## src/rtl/rc_sinc_ofifo_if.sv

```systemverilog
// ---------------------------------------------------------------------------
// rc_sinc_ofifo_if
// Sample/stream bundle for the resampler output stage.
//   y_in    : 9-bit signed sample from the sinc resampler
//   y_vld   : one-cycle write strobe for y_in
//   m_data  : 8-bit signed head-of-FIFO sample
//   m_valid : m_data valid towards the consumer
//   m_ready : consumer accepts m_data when m_valid && m_ready
// Modports: master = resampler/consumer side, slave = the FIFO stage.
// ---------------------------------------------------------------------------
interface rc_sinc_ofifo_if;
    logic signed [8:0] y_in;
    logic              y_vld;
    logic signed [7:0] m_data;
    logic              m_valid;
    logic              m_ready;

    modport master (
        output y_in,
        output y_vld,
        output m_ready,
        input  m_data,
        input  m_valid
    );

    modport slave (
        input  y_in,
        input  y_vld,
        input  m_ready,
        output m_data,
        output m_valid
    );
endinterface

```

## src/rtl/rc_sinc_ofifo.sv

```systemverilog
// ---------------------------------------------------------------------------
// rc_sinc_ofifo
// Output stage behind the 3/4 rational sinc resampler. Saturates 9-bit
// samples to 8 bits, buffers them in a DEPTH-entry FIFO and presents them
// as a valid/ready stream. A FILL/STREAM machine withholds m_valid until
// PRIME samples are buffered and re-primes after an underrun.
//
// Ports:
//   clk      : system clock, rising edge
//   reset    : asynchronous active-low reset
//   s        : sample in / stream out bundle (rc_sinc_ofifo_if.slave)
//   clr      : synchronous clear of sticky flags and drop count
//   level    : FIFO occupancy, 0..DEPTH
//   sat      : sticky, an input sample was clipped
//   ovf      : sticky, a sample was dropped on a full FIFO
//   udr      : sticky, FIFO emptied while streaming
//   drop_cnt : dropped-sample count (saturating at 255)
//
// Build option: define RC_OFIFO_CNT_EN to build the drop counter;
// otherwise drop_cnt is tied to zero.
// ---------------------------------------------------------------------------
module rc_sinc_ofifo #(
    parameter int DEPTH = 8,
    parameter int AW    = 3,
    parameter int PRIME = 2
) (
    input  logic                clk,
    input  logic                reset,
    rc_sinc_ofifo_if.slave      s,
    input  logic                clr,
    output logic [AW:0]         level,
    output logic                sat,
    output logic                ovf,
    output logic                udr,
    output logic [7:0]          drop_cnt
);

    localparam logic [AW:0] FULL_LVL  = (AW+1)'(DEPTH);
    localparam logic [AW:0] PRIME_LVL = (AW+1)'(PRIME);

    typedef enum logic {
        ST_FILL   = 1'b0,
        ST_STREAM = 1'b1
    } state_t;

    state_t            state_q, state_d;
    logic [AW-1:0]     wr_ptr_q, rd_ptr_q;
    logic [AW:0]       level_q, level_d;
    logic signed [7:0] mem_q [DEPTH];
    logic              sat_q, ovf_q, udr_q;

    logic              clip_hi, clip_lo, clip;
    logic signed [7:0] y_sat;
    logic              m_valid_w, rd_fire, wr_ok, drop, udr_evt;

    // Saturation: 9-bit values whose top two bits differ do not fit in 8 bits.
    always_comb begin
        clip_hi = ~s.y_in[8] & s.y_in[7];
        clip_lo = s.y_in[8] & ~s.y_in[7];
        clip    = s.y_vld & (clip_hi | clip_lo);
        y_sat   = s.y_in[7:0];
        if (clip_hi) y_sat = 8'sd127;
        if (clip_lo) y_sat = -8'sd128;
    end

    // Handshake, occupancy and FSM next state.
    always_comb begin
        m_valid_w = (state_q == ST_STREAM) && (level_q != '0);
        rd_fire   = m_valid_w && s.m_ready;
        // A full FIFO still takes a write when a read frees a slot this cycle.
        wr_ok     = s.y_vld && ((level_q != FULL_LVL) || rd_fire);
        drop      = s.y_vld && !wr_ok;

        level_d = level_q;
        case ({wr_ok, rd_fire})
            2'b10:   level_d = level_q + 1'b1;
            2'b01:   level_d = level_q - 1'b1;
            default: level_d = level_q;
        endcase

        state_d = state_q;
        udr_evt = 1'b0;
        case (state_q)
            ST_FILL: begin
                if (level_d >= PRIME_LVL) state_d = ST_STREAM;
            end
            ST_STREAM: begin
                if (rd_fire && !wr_ok && (level_d == '0)) begin
                    state_d = ST_FILL;
                    udr_evt = 1'b1;
                end
            end
            default: state_d = ST_FILL;
        endcase
    end

    always_ff @(posedge clk or negedge reset) begin
        if (!reset) begin
            state_q <= ST_FILL;
        end else begin
            state_q <= state_d;
        end
    end

    always_ff @(posedge clk or negedge reset) begin
        if (!reset) begin
            wr_ptr_q <= '0;
            rd_ptr_q <= '0;
            level_q  <= '0;
            for (int unsigned i = 0; i < DEPTH; i++) mem_q[i] <= '0;
        end else begin
            if (wr_ok) begin
                mem_q[wr_ptr_q] <= y_sat;
                wr_ptr_q        <= wr_ptr_q + 1'b1;
            end
            if (rd_fire) rd_ptr_q <= rd_ptr_q + 1'b1;
            level_q <= level_d;
        end
    end

    // Sticky flags: an event in the clr cycle still sets its flag.
    always_ff @(posedge clk or negedge reset) begin
        if (!reset) begin
            sat_q <= 1'b0;
            ovf_q <= 1'b0;
            udr_q <= 1'b0;
        end else begin
            sat_q <= clip    | (sat_q & ~clr);
            ovf_q <= drop    | (ovf_q & ~clr);
            udr_q <= udr_evt | (udr_q & ~clr);
        end
    end

`ifdef RC_OFIFO_CNT_EN
    logic [7:0] cnt_q, cnt_d;

    always_comb begin
        cnt_d = clr ? '0 : cnt_q;
        if (drop && (cnt_d != 8'hFF)) cnt_d = cnt_d + 1'b1;
    end

    always_ff @(posedge clk or negedge reset) begin
        if (!reset) begin
            cnt_q <= '0;
        end else begin
            cnt_q <= cnt_d;
        end
    end

    assign drop_cnt = cnt_q;
`else
    assign drop_cnt = '0;
`endif

    assign s.m_data  = mem_q[rd_ptr_q];
    assign s.m_valid = m_valid_w;
    assign level     = level_q;
    assign sat       = sat_q;
    assign ovf       = ovf_q;
    assign udr       = udr_q;

endmodule

```

## src/flat_wrapper.sv

```systemverilog
// flat-port wrapper written by rule: the top's interface ports become plain ports
module rc_sinc_ofifo_flat 
#(
    parameter int DEPTH = 8,
    parameter int AW    = 3,
    parameter int PRIME = 2
)
  (clk, reset, clr, level, sat, ovf, udr, drop_cnt, s_y_in, s_y_vld, s_m_ready, s_m_data, s_m_valid);
  rc_sinc_ofifo_if s_i ();
  input  logic clk;
  input  logic reset;
  input  logic clr;
  output logic [AW:0] level;
  output logic sat;
  output logic ovf;
  output logic udr;
  output logic [7:0] drop_cnt;
  input wire logic [$bits(s_i.y_in)-1:0] s_y_in;
  input wire logic [$bits(s_i.y_vld)-1:0] s_y_vld;
  input wire logic [$bits(s_i.m_ready)-1:0] s_m_ready;
  output wire logic [$bits(s_i.m_data)-1:0] s_m_data;
  output wire logic [$bits(s_i.m_valid)-1:0] s_m_valid;
  assign s_i.y_in = s_y_in;
  assign s_i.y_vld = s_y_vld;
  assign s_i.m_ready = s_m_ready;
  assign s_m_data = s_i.m_data;
  assign s_m_valid = s_i.m_valid;
  rc_sinc_ofifo #(.DEPTH(DEPTH), .AW(AW), .PRIME(PRIME)) u_core (.clk(clk), .reset(reset), .s(s_i), .clr(clr), .level(level), .sat(sat), .ovf(ovf), .udr(udr), .drop_cnt(drop_cnt));
endmodule
```

## config.mk

```make
export PLATFORM = sky130hd
export DESIGN_NAME = rc_sinc_ofifo_flat
export DESIGN_NICKNAME = d
export VERILOG_FILES = /design/src/rtl/rc_sinc_ofifo_if.sv /design/src/rtl/rc_sinc_ofifo.sv /design/src/flat_wrapper.sv
export SDC_FILE = /design/constraint.sdc
export NUM_CORES = 1
export LEC_CHECK = 0
export ABC_AREA = 1
export ABC_CLOCK_PERIOD_IN_PS = 2600
export CORE_MARGIN = 2
export CORE_UTILIZATION = 50
export CTS_BUF_LIST = sky130_fd_sc_hd__clkbuf_4 sky130_fd_sc_hd__clkbuf_8
export DETAILED_ROUTE_END_ITERATION = 7
export PLACE_DENSITY = 0.71
export SYNTH_ARGS = -nofsm -noshare
export SYNTH_HDL_FRONTEND = slang
export SYNTH_SLANG_ARGS = --single-unit
```

## constraint.sdc

```tcl
create_clock -name clk -period 2.6 [get_ports clk]
set_clock_uncertainty 0.05 [all_clocks]
set_input_delay 0.26 -clock clk [delete_from_list [all_inputs] [get_ports clk]]
set_output_delay 0.26 -clock clk [all_outputs]
set_load 0.01 [all_outputs]
```

==> After elaboration in Yosys (flattened, before gate mapping) <==
Cells that the tools add are included.
W data, S select, Z words.
{ "word_totals": {"regBits": 78, "in_bits": 14, "out_inout_bits": 24, "elab_cells": 67} }
{ "classes": {"addsub": 4, "order_cmp": 4, "eq_ne": 3, "n_mux": 14, "n_bitwise": 16, "n_reduce_logical": 11} }
{ "ops": {"columns": ["operator", "n"], "rows": [
  ["$bwmux W64", 1],
  ["$mux W8", 5],
  ["$bmux W8 S3", 1],
  ["$demux W8 S3", 1],
  ["$ge A4 B4 Y1 const B", 2],
  ["$not A3 Y4", 2],
  ["$pmux W4 S2", 1],
  ["$logic_and A1 B1 Y1", 7],
  ["$add A3 B1 Y3 const B", 2],
  ["$and A1 B1 Y1", 6],
  ["$add A4 B1 Y4 const B", 1],
  ["$ge A4 B2 Y1 const B", 1],
  ["$logic_not A4 Y1", 1],
  ["$lt A4 B1 Y1 const B", 1],
  ["$mux W1", 4],
  ["$ne A4 B4 Y1 const B", 1],
  ["$not A1 Y1", 4],
  ["$or A1 B1 Y1", 4],
  ["$reduce_bool A4 Y1", 1],
  ["$sub A4 B1 Y4 const B", 1],
  ["$eq A2 B1 Y1 const B", 1],
  ["$eq A2 B2 Y1 const B", 1],
  ["$pmux W1 S2", 1],
  ["$logic_not A1 Y1", 1],
  ["$logic_or A1 B1 Y1", 1]
]} }

==> Logic depth before layout (Yosys ltp) <==
{ "logic_depth": {"ltp_word": 12, "mapped_depth": 15, "depth_no_buf": 14} }

==> Worst setup path before layout <==
Ideal clock, no wire load.
{ "synth_timing": {"kind": "register to register", "start": "reg u_core.level_q[0] (netlist: u_core.level[0])", "end": "reg u_core.state_q", "setup_ns": 0.139, "arrival_time_ns": 2.199, "path_slack_ns": 0.212, "stages_incl_launch_ff": 13, "path_buffers": 1, "period_less_slack_ns": 2.388, "path_cell_list": "dfrtp_1 nor2_2 nand2_1 nor2_2 nand2_4 buf_6 nand2_2 ha_1 inv_1 fa_1 xnor2_1 a21boi_0 nand4_1"} }
{ "synth_between": {"elab_chain_len": 11, "elab_cells_between_ends": 19, "classes_between": "2 x add/sub; 1 x order compare; 3 x eq/ne; 4 x mux; 9 x reduce/logical"} }
{ "synth_rtl": {"columns": ["element", "line", "rtl"], "rows": [
  ["start: declaration", "rc_sinc_ofifo.sv:48", "logic [AW:0] level_q, level_d;"],
  ["start signal: assignment", "rc_sinc_ofifo.sv:117", "level_q <= level_d;"],
  ["branches (longest 10 deep; another with $ge A4 B2 Y1)", null, null],
  ["$pmux W1 S2 *", "rc_sinc_ofifo.sv:83", "case (state_q)"],
  ["net u_core.state_d", "rc_sinc_ofifo.sv:46", "state_t state_q, state_d;"],
  ["end signal: assignment", "rc_sinc_ofifo.sv:101", "state_q <= state_d;"],
  ["end: declaration", "rc_sinc_ofifo.sv:46", null]
]} }
Mark *: on every way through the listed nets, which the timed path passes.
A chain may end at the register's enable or synchronous reset.

==> Worst setup path after layout <==
{ "layout_timing": {"start": "reg u_core.rd_ptr_q[0]", "end": "out s_m_data[5]"} }
{ "layout_between": {"elab_chain_len": 4} }
{ "layout_rtl": {"columns": ["element", "line", "rtl"], "rows": [
  ["start: declaration", "rc_sinc_ofifo.sv:47", "logic [AW-1:0] wr_ptr_q, rd_ptr_q;"],
  ["start signal: assignment", "rc_sinc_ofifo.sv:116", "if (rd_fire) rd_ptr_q <= rd_ptr_q + 1'b1;"],
  ["$not A3 Y4 (implied by the code)", "rc_sinc_ofifo.sv:155", "assign s.m_data = mem_q[rd_ptr_q];"],
  ["$bmux W8 S3", "rc_sinc_ofifo.sv:155", null],
  ["$mux W8 (implied by the code) (2 in a row)", "rc_sinc_ofifo.sv:155", null],
  ["end: declaration", "flat_wrapper.sv:21", "output wire logic [$bits(s_i.m_data)-1:0] s_m_data;"]
]} }
No other way between the ends. The select of a mux whose other input is x is not followed.

==> impl_metrics.csv <==
group,metric,value,unit
outcome,status,"complete, but fails checks",
outcome,violations,"hold timing",
sta,finalCritPeriodShare,0.939,
synthesis,synth_top_area_frac,0.458,
detailed_routing,drc,0,
floorplanning,start_util,0.516,
placed_design,dp.cells,665,
synthesis,netlist_top_cells_area,"dfrtp_1 (46%), nand2_1 (16%), nand4_1 (9.8%)",
worst_setup_path,crit_chain,"buf_6 -> nor2_1 -> nor2_1 -> o21ai_0 -> o21ai_1 -> nand2_1 -> nand2_1 -> clkdlybuf4s50_1",
synthesis,yosysTopAreaCell,"dfrtp_1",
sta,relSlewSlack,0.324,
detailed_routing,drt_pass1_iterations,5,
global_routing,grtUsageMet2,0.377,
pwr,p_leak,2.40,nW
placed_design,dp_slack,2.98,ps
synthesis,yosysWarnings,0,
synthesis,yosysSeqAreaShare,0.458,
flow_run,maxCapViolCount,0,
clock_tree,numClockSinks,78,
clock_tree,postCtsSetupBuffers,0,
worst_setup_path,cp.arrival,2130,ps
sta,fin_crit,2440,ps
global_routing,grt_pass1_wl,18000,um
pwr,irDropWorstVdd,0.638,mV
detailed_routing,wl_per_cell,16.2,um
global_routing,busiest_layer,"met2",
synthesis,async_flop_share,1.00,
hold_path,hp-class,"input pin to async pin",
pwr,power,0.00592,W
global_routing,grt_use_total,0.256,
detailed_routing,routed_wl,11000,um
pwr,powerDensity,1230,mW/mm^2
floorplanning,fp.dieArea,0.00927,mm^2
layout,instances_no_fill,681,
global_routing,antenna_found_initial,0,
detailed_routing,via_count,3873,
global_routing,grt_max_degree,79,
clock_tree,cts_htree_levels,3,
sta,finalMaxSlewViolations,0,
detailed_routing,viasPerCell,5.69,
sta,finalSetupTns,0,ps
sta,fmax,410,MHz
global_routing,grt_overflow,0,
sta,finalHoldWorstSlack,-23.0,ps
floorplanning,rows,33,
floorplanning,io_pins,38,
clock_tree,cts_tree,"done",
global_routing,grt_pass1_vias,3554,
worst_setup_path,r2r_cells,12,
placed_design,dp_hpwl,6970,um
clock_tree,cts_buffers,9,
synthesis,netlist_instances,545,
synthesis,ys_ff_latch,78,
layout,drive_gt1_frac,0.108,
worst_setup_path,crit_path_max_incr_delay,520,ps
placed_design,place_congestion,0.943,
worst_setup_path,path_class,"flop to primary output",
placed_design,io_buffers,29,
floorplanning,die_w,96.3,um
floorplanning,coreArea,0.00826,mm^2
worst_setup_path,cp.required,2290,ps
floorplanning,die_y,96.3,um
sta,hold_violations,4,
sta,fin_ws,159,ps
synthesis,synth-edff-count,0,
layout,nNetsFinal,594,
clock_tree,root_buffer,"clkbuf_8",
layout,area_growth,12.5,%
clock_tree,clockBufferDepth,2,
synthesis,syn_area_per_cell,7.82,um^2
clock_tree,clk_pin_slew_worst_paths,90,ps
synthesis,syn_area,0.00426,mm^2
worst_setup_path,endpoint_kind,"primary output",
worst_setup_path,slowest_stage,"clkdlybuf4s50_1",
worst_setup_path,crit_fanout,21,
synthesis,synthFlopType,"dfrtp_1",
sta,setup_viol,0,
detailed_routing,drt_iter0_drc,340,
detailed_routing,antenna_left,0,
sta,rsz0062_at_grt,"no",
clock_tree,clk_latency,360,ps
synthesis,synth_cell_types,30,
sta,tightest_slew,1010,ps
global_routing,use_met1,0.373,
layout,layout_commonest_cell,"nand2_1",
layout,mostFrequentLayoutCells,"nand2_1 (184), dfrtp_1 (78), nand4_1 (67)",
global_routing,grt_use_met3,0.0486,
layout,antenna_cells,0,
worst_setup_path,cp-start-kind,"flop",
==> through the flow <==
step | utilization | cell area [um^2] | hold slack, ps
final | 0.580 | 4790 | -23.0
after detailed placement | 0.558 | 4610 | 403
after global placement | 0.558 | 4610 | 398
after global routing | 0.580 | 4790 | 95.4
after floorplan | - | 4290 | -85.6
after CTS | 0.579 | 4780 | 42.8
==> worst max-delay path, delay by kind of cell (launching register included) <==
family,cells,cell delay [ps]
buf+inv,2,740
flops,1,420
simple gates,4,340
compound gates,2,260
==> worst paths after layout <==
check,startpoint,endpoint,slack (ps)
max,u_core.rd_ptr_q[0],s_m_data[5],160
min,reset,u_core.mem_q[2],-20
max reg2reg,u_core.level[0],u_core.udr,260
min reg2reg,u_core.mem_q[50],u_core.mem_q[50],420
max in group asynchronous,reset,u_core.ovf,1820
min in group clk,s_y_vld,u_core.wr_ptr_q[2],180
==> metal layers <==
layer	wire length, um	vias to the layer above
met3	819	16
met5	0	-
met2	5000	165
met1	5000	1839
met4	223	0
li1	-	1853
==> cell usage after synthesis (2+ instances only) <==
library cell  number
o21ai_1           22
o21ai_0           30
nand3_2            7
or2_2              2
nand4_1           67
nor2_2            10
buf_6              8
ha_1               8
xor2_1             2
nand2_1          184
nand3_1            6
nor2_1            64
clkbuf_1           9
buf_2              6
dfrtp_1           78
inv_1             12
xnor2_1            2
inv_2              4
buf_1              5
buf_4              9
==> cells by family after synthesis <==
kind of cell | after synthesis | share of synthesized area
xor gates and xnor gates | 4 | 0.00822
AOI/OAI and AO/OA | 54 | 0.0640
adders and majority gates | 9 | 0.0282
buffers and inverters | 55 | 0.0728
other | 1 | 0.000880
and+or+nand+nor | 344 | 0.368
DFF | 78 | 0.458
==> power by group <==
group          internal, W  switching [W]  total, W
Clock             0.000384       0.000470  0.000853
Combinational      0.00117        0.00175   0.00292
Sequential         0.00176       0.000384   0.00215
==> state kept, by name, indices dropped and copies added, names as in the netlist <==
signal / cells
u_core.wr_ptr_q: 3
u_core.sat: 1
u_core.mem_q: 64
u_core.state_q: 1
u_core.ovf: 1
u_core.rd_ptr_q: 3
u_core.udr: 1
u_core.level: 4
==> final cells by class <==
class	count	area, um^2
well taps	105	131
flip-flops and latches	78	1950
repair buffers	45	432
multi-input cells	419	2030
fillers	774	3460
inverters	18	72.6
clock buffers	11	145
clock inverters	5	33.8
==> timing repair <==
item                       4_1_cts  5_1_grt
setup endpoints to repair        0        7
hold buffers                     0        0
gates resized for setup          0        6
Note: power is estimated with default switching activity, not from simulation.
